### src/rtl/pc_fetch_ctrl_pkg.sv
// Shared types and constants for the instruction-fetch controller.
// Holds the fetch FSM state encoding, datapath widths and the halfword-align helper.
package pc_fetch_ctrl_pkg;

   localparam int ADDR_W  = 16;
   localparam int INSTR_W = 16;
   localparam logic [ADDR_W-1:0] DEFAULT_RESET_PC = 16'h0000;

   typedef enum logic [1:0] {
      ST_RUN   = 2'd0,
      ST_MISS  = 2'd1,
      ST_DRAIN = 2'd2
   } fetch_state_t;

   // Instructions are halfword aligned, so the redirect LSB is forced to zero.
   function automatic logic [ADDR_W-1:0] align_addr(input logic [ADDR_W-1:0] addr);
      return addr & {{(ADDR_W-1){1'b1}}, 1'b0};
   endfunction

endpackage

### src/rtl/pc_fetch_ctrl_ifid_reg.sv
// IF/ID pipeline register: clear drops the valid bit, load captures a new
// instruction and its link PC, and with neither asserted the contents hold.
module pc_fetch_ctrl_ifid_reg
   import pc_fetch_ctrl_pkg::*;
(
   input  logic               clk,
   input  logic               rst_n,
   input  logic               load,
   input  logic               clear,
   input  logic [INSTR_W-1:0] instr_in,
   input  logic [ADDR_W-1:0]  pc_in,
   output logic               valid,
   output logic [INSTR_W-1:0] instr,
   output logic [ADDR_W-1:0]  pc
);

   always_ff @(posedge clk or negedge rst_n) begin
      if (!rst_n) begin
         valid <= 1'b0;
         instr <= '0;
         pc    <= '0;
      end else if (clear) begin
         valid <= 1'b0;
      end else if (load) begin
         valid <= 1'b1;
         instr <= instr_in;
         pc    <= pc_in;
      end
   end

endmodule

### src/rtl/pc_fetch_ctrl.sv
// Instruction-fetch controller: drives the icache request, tracks misses and
// pending redirects, and loads the IF/ID register.
// Per-cycle priority outside DRAIN is stall, then br_taken, then ic_ready.
module pc_fetch_ctrl
   import pc_fetch_ctrl_pkg::*;
#(
   parameter logic [ADDR_W-1:0] RESET_PC = DEFAULT_RESET_PC,
   parameter int                PC_INC   = 2
)(
   input  logic               clk,
   input  logic               rst_n,
   input  logic               stall,
   input  logic               br_taken,
   input  logic [ADDR_W-1:0]  br_target,
   output logic               ic_req,
   output logic [ADDR_W-1:0]  ic_addr,
   input  logic               ic_ready,
   input  logic [INSTR_W-1:0] ic_instr,
   output logic               ifid_valid,
   output logic [INSTR_W-1:0] ifid_instr,
   output logic [ADDR_W-1:0]  ifid_pc,
   output logic               flush,
   output fetch_state_t       state
);

   fetch_state_t      state_q;
   logic [ADDR_W-1:0] pc_q;
   logic [ADDR_W-1:0] redir_pc_q;
   logic [ADDR_W-1:0] pc_next_seq;
   logic [ADDR_W-1:0] br_aligned;
   logic              ifid_load;
   logic              ifid_clear;

   assign pc_next_seq = pc_q + ADDR_W'(PC_INC);
   assign br_aligned  = align_addr(br_target);

   // In DRAIN the pc is never advanced, so it still equals the missed address.
   assign ic_req  = rst_n;
   assign ic_addr = pc_q;
   assign state   = state_q;

   always_comb begin
      ifid_load  = 1'b0;
      ifid_clear = 1'b0;
      flush      = 1'b0;
      if (rst_n) begin
         case (state_q)
            ST_RUN, ST_MISS: begin
               if (!stall) begin
                  if (br_taken) begin
                     ifid_clear = 1'b1;
                     flush      = 1'b1;
                  end else if (ic_ready) begin
                     ifid_load  = 1'b1;
                  end else begin
                     ifid_clear = 1'b1;
                  end
               end
            end
            default: ifid_clear = 1'b1;
         endcase
      end
   end

   always_ff @(posedge clk or negedge rst_n) begin
      if (!rst_n) begin
         state_q    <= ST_RUN;
         pc_q       <= RESET_PC;
         redir_pc_q <= '0;
      end else begin
         case (state_q)
            ST_RUN, ST_MISS: begin
               if (stall) begin
                  // A stalled miss that completes simply re-fetches once ID frees up.
                  if (state_q == ST_MISS && ic_ready) state_q <= ST_RUN;
               end else if (br_taken) begin
                  if (ic_ready) begin
                     pc_q    <= br_aligned;
                     state_q <= ST_RUN;
                  end else begin
                     redir_pc_q <= br_aligned;
                     state_q    <= ST_DRAIN;
                  end
               end else if (ic_ready) begin
                  pc_q    <= pc_next_seq;
                  state_q <= ST_RUN;
               end else begin
                  state_q <= ST_MISS;
               end
            end
            ST_DRAIN: begin
               if (ic_ready) begin
                  pc_q    <= redir_pc_q;
                  state_q <= ST_RUN;
               end
            end
            default: state_q <= ST_RUN;
         endcase
      end
   end

   pc_fetch_ctrl_ifid_reg u_ifid_reg (
      .clk      (clk),
      .rst_n    (rst_n),
      .load     (ifid_load),
      .clear    (ifid_clear),
      .instr_in (ic_instr),
      .pc_in    (pc_next_seq),
      .valid    (ifid_valid),
      .instr    (ifid_instr),
      .pc       (ifid_pc)
   );

endmodule

### config.mk
export PLATFORM = sky130hd
export DESIGN_NAME = pc_fetch_ctrl
export DESIGN_NICKNAME = d
export VERILOG_FILES = /design/src/rtl/pc_fetch_ctrl_pkg.sv /design/src/rtl/pc_fetch_ctrl_ifid_reg.sv /design/src/rtl/pc_fetch_ctrl.sv
export SDC_FILE = /design/constraint.sdc
export NUM_CORES = 1
export LEC_CHECK = 0
export ABC_AREA = 1
export CELL_PAD_IN_SITES_DETAIL_PLACEMENT = 1
export CELL_PAD_IN_SITES_GLOBAL_PLACEMENT = 1
export CORE_UTILIZATION = 37
export DETAILED_ROUTE_END_ITERATION = 8
export PLACE_DENSITY = 0.82
export SYNTH_ARGS = -nofsm -noshare
export SYNTH_HDL_FRONTEND = slang
export SYNTH_SLANG_ARGS = --single-unit
export TNS_END_PERCENT = 100
### constraint.sdc
create_clock -name clk -period 3.21 [get_ports clk]
set_clock_uncertainty 0.05 [all_clocks]
set_input_delay 0.4815 -clock clk [delete_from_list [all_inputs] [get_ports clk]]
set_output_delay 0.4815 -clock clk [all_outputs]
set_load 0.005 [all_outputs]
Word-level counts from Yosys, hierarchy flattened
Cells that the tools add are included.
{"block": "totals", "ff_bits": 66, "in_bits": 37}
{"block": "op_classes", "muxes": 29, "n_addsub": 1, "n_bitwise": 3, "eq_ne": 6, "reduce_logical": 9}
{"cell": "16-bit 2-to-1 mux", "n": 5}
{"cell": "16-bit case mux with 2 select lines", "n": 1}
{"cell": "1-bit 2-to-1 mux", "n": 17}
{"cell": "16-bit by 2-bit adder with 16-bit output, second input constant", "n": 1}
{"cell": "2-bit 2-to-1 mux", "n": 5}
{"cell": "4-bit AND reduction", "n": 2}
{"cell": "2-bit != test, second input constant", "n": 3}
{"cell": "2-bit case mux with 2 select lines", "n": 1}
{"cell": "2-bit AND reduction", "n": 2}
{"cell": "2-bit nonzero test", "n": 2}
{"cell": "3-bit != test, second input constant", "n": 1}
{"cell": "1-bit NOT", "n": 3}
{"cell": "2-bit by 1-bit equality test with 1-bit output, second input constant", "n": 1}
{"cell": "2-bit equality test, second input constant", "n": 1}
{"cell": "2-bit logical NOT", "n": 1}
{"cell": "2-bit OR reduction", "n": 1}
{"cell": "1-bit logical AND", "n": 1}

Longest topological paths before layout
{"block": "depth", "ltp_word": 7, "mapped_depth": 8, "ltp_nobuf": 8}

Modules after synthesis
Synthesis repeated with hierarchy kept, for this count alone.
{"block": "hier_totals", "hier_cells": 401, "area_unflattened_um2": 3254.4}
{"module": "pc_fetch_ctrl", "seq_area_each_um2": 800.8, "instances": 1, "area_per_inst_um2": 1923.1, "cells_per_inst": 258}
{"module": "pc_fetch_ctrl_ifid_reg", "seq_area_each_um2": 825.8, "instances": 1, "area_per_inst_um2": 1331.3, "cells_per_inst": 143}

Worst setup path after synthesis
Ideal clock, no wire load.
{"block": "synth_path", "path_kind": "input port to output port", "start": "input port br_taken", "end": "output port flush", "required_ps": 2678, "path_stages": 4, "arrival_ps": 1095, "path_buffers": 2, "setup_slack_ps": 1583, "cell_sequence": "buf_4 inv_1 clkbuf_1 nor2_1"}
{"block": "synth_between", "elab_chain_len": 4}
{"item": "from (decl)", "line": "pc_fetch_ctrl.sv:13", "source": "input logic br_taken,"}
{"item": "1-bit 2-to-1 mux", "line": "pc_fetch_ctrl.sv:50", "source": "if (br_taken) begin"}
{"item": "1-bit 2-to-1 mux", "line": "pc_fetch_ctrl.sv:49", "source": "if (!stall) begin"}
{"item": "1-bit 2-to-1 mux", "line": "pc_fetch_ctrl.sv:47", "source": "case (state_q)"}
{"item": "1-bit 2-to-1 mux", "line": "pc_fetch_ctrl.sv:46", "source": "if (rst_n) begin"}
{"item": "to (decl)", "line": "pc_fetch_ctrl.sv:22", "source": "output logic flush,"}
Every way passes these cells.

Final worst setup path
{"block": "layout_path", "start": "input port stall", "end": "output port flush"}
{"block": "layout_between", "elab_chain_len": 3}
{"item": "from (decl)", "line": "pc_fetch_ctrl.sv:12", "source": "input logic stall,"}
{"item": "1-bit 2-to-1 mux", "line": "pc_fetch_ctrl.sv:49"}
{"item": "1-bit 2-to-1 mux", "line": "pc_fetch_ctrl.sv:47"}
{"item": "1-bit 2-to-1 mux", "line": "pc_fetch_ctrl.sv:46"}
Every way passes these cells.

==> impl_metrics.toml <==
[status]
status = "finished clean"

[critical_path]
critPathLaunchType = "input pin"
crit_top_cell = "clkdlybuf4s50_1"
critPathTopFamily = "buffers and inverters"
crit_chain = "clkdlybuf4s50_1 > nor2_4 > nand2_2 > nor2_1 > clkdlybuf4s50_1"
arrival_ps = 1890
crit_path_top_delay_cell = "clkdlybuf4s50_1"
worstSetupEndpointType = "output pin"
crit_buf_inv = 2
worst-setup-path-type = "in2out"
required_ps = 2680
cpPeakStageDelay_ps = 500
r2r_slack_ps = 1070
path_max_fanout = 4

[route]
wire_per_inst_um = 15.6
postRouteWirelength_mm = 8.68
ant_nets = 0
drtIter0Drc = 85
vias = 2827
drtPass1Iterations = 4
drt-vias-per-instance = 5.08
drc_errors = 0

[timing]
setup_viol = 0
setup_ws_ps = 786
final_max_slew_viol_count = 0
max_freq_mhz = 413
hold_viol = 0
period_minus_slack_ps = 2420
tns_ps = 0
tightest_slew_ps = 549
min_period_over_period_pct = 75.5
rsz0062_at_grt = "false"
max_slew_margin_pct = 63.4

[logic_synthesis]
synth_top_area_share_pct = 52.2
syn_avg_cell_area_um2 = 8.47
ys_seq_area_share_pct = 52.2
yosysTopAreaCell = "dfrtp_1"
yosys_warnings = 0
syn_area_mm2 = 0.00307
ys.flop_type = "dfrtp_1"
synthArstFlopShare_pct = 100
synthCells = 362
synth_edf_count = 0
ys_ff_latch = 64
synth.distinct_cells = 28
synth.area.top_cells = "dfrtp_1, nand2_1, mux2_2, a21oi_1, nor2_1"

[cts]
cts_setup_buffers = 0
ctsResizeCount = 0
ctsRootBufferMaster = "clkbuf_8"
cts_tree = "built"
clkTransAtPathRegs_ps = 70
cts_sinks = 64
htree_levels = 3
cts_hold_buffers = 0
insertion_delay_ps = 340
cts_made_buffers = 9
clockBufferDepth = 2

[pwr]
ir_drop_mv = 0.277
p_per_area_mw_per_mm2 = 653
p_leak_uw = 0.00196

[grt]
overflow = 0
grt_pass1_wl_mm = 14.5
grt_max_degree = 37
grt_usage_pct = 21.9
grt_antenna_before_repair = 0
grt_pass1_vias = 2902

[layout]
final_common_cell = "nand2_1"
final_cell_mix = "nand2_1, clkdlybuf4s50_1, dfrtp_1"
antenna_cells = 0
syn_to_final_growth_pct = 37.0
drive_above_1_share_pct = 9.25
fin_area_mm2 = 0.00420
finalNonFillerCells = 556
nNetsFinal = 487

[die]
row_count = 32
die_area_mm2 = 0.00866
core_area_mm2 = 0.00789
ios = 90
die-height_um = 93.0
die_w_um = 93.0
initial_core_util_pct = 38.9

[placement]
dp_slack_ps = 772
gp_congestion = 0.793
dp_hpwl_mm = 6.38
port_buffers = 86
place_area_mm2 = 0.00400
placed_cells = 540

[worst_hold_path]
min_path_type = "in2async"

[job]
maxCapViolations = 0
## worst reg2reg max path, cell delays in order (launching register included)
cell and delay (ps):
dfrtp_1 450, nand2_2 300, inv_2 230, o21ai_4 480, inv_2 250, o21ai_0 150, o22ai_1 100
## logic make-up (layout without fill, tap and decap cells)
| group | after synthesis | after routing | share of synthesized area [%] |
|---|---|---|---|
| DFF | 64 | 64 | 52.2 |
| muxes | 12 | 12 | 4.41 |
| and+or+nand+nor | 167 | 167 | 22.7 |
| other | 1 | 2 | 0.122 |
| buffers and inverters | 46 | 137 | 6.65 |
| AOI/OAI and AO/OA | 64 | 64 | 11.5 |
| xor gates and xnor gates | 7 | 7 | 2.00 |
| adders and majority gates | 1 | 1 | 0.408 |
## layer usage
layer / vias up / wire length, µm / GRT usage (%)
met5: - / 0 / 0
met4: 0 / 187 / 9.62
li1: 1343 / - / -
met2: 89 / 4090 / 36.2
met3: 19 / 404 / 3.41
met1: 1376 / 4000 / 28.4
## report_power, final
group | switching [µW] | leakage (µW) | internal (µW)
sequential | 171 | 0.000773 | 1010
combinational | 382 | 0.00109 | 485
clock | 294 | 0.000103 | 399
## cells in the mapped netlist, types with 2 or more instances
cell type / instances
nand3_1: 13
clkbuf_1: 2
a21oi_1: 25
mux2_2: 12
o21ai_1: 6
buf_2: 10
nor2_1: 33
dfrtp_1: 64
nand4_1: 6
a31oi_1: 6
o22ai_1: 2
nand2_2: 2
inv_1: 26
xnor2_1: 3
nand2_1: 110
inv_2: 3
xor2_1: 4
buf_4: 5
o21ai_0: 20
o21bai_1: 2
## final cells by class
class                   count  area (µm²)
clock buffers              13         159
clock inverters             3        40.0
flip-flops and latches     64        1600
inverters                  29         109
repair buffers             92         901
well taps                 102         128
fillers                   944        3680
multi-input cells         253        1260
## final timing paths
| kind | start | to | cells past startpoint |
|---|---|---|---|
| max in group asynchronous | rst_n | u_ifid_reg.pc[1] | 3 |
| worst min-delay path | rst_n | state[0] | 2 |
| worst max register to register | state[1] | ic_addr[4] | 6 |
| min in group clk | u_ifid_reg.pc[5] | u_ifid_reg.pc[5] | 2 |
| worst max-delay path | stall | flush | 5 |
| worst min register to register | u_ifid_reg.pc[5] | u_ifid_reg.pc[5] | 2 |
## registers in the layout, summed over array words and instances (netlist names)
signal            count
u_ifid_reg.valid      1
redir_pc_q           15
state                 2
u_ifid_reg.pc        15
ic_addr              15
u_ifid_reg.instr     16
## stage by stage
stage          total power [µW]  utilization (%)  hold WS [ps]
2_1_floorplan              1530                -           136
3_3_place_gp               2010             50.8           404
3_5_place_dp               2070             50.8           414
4_1_cts                    2770             53.3           280
5_1_grt                    2920             53.3           297
6_report                   2740             53.3           263
(Power assumes the default switching activity.)
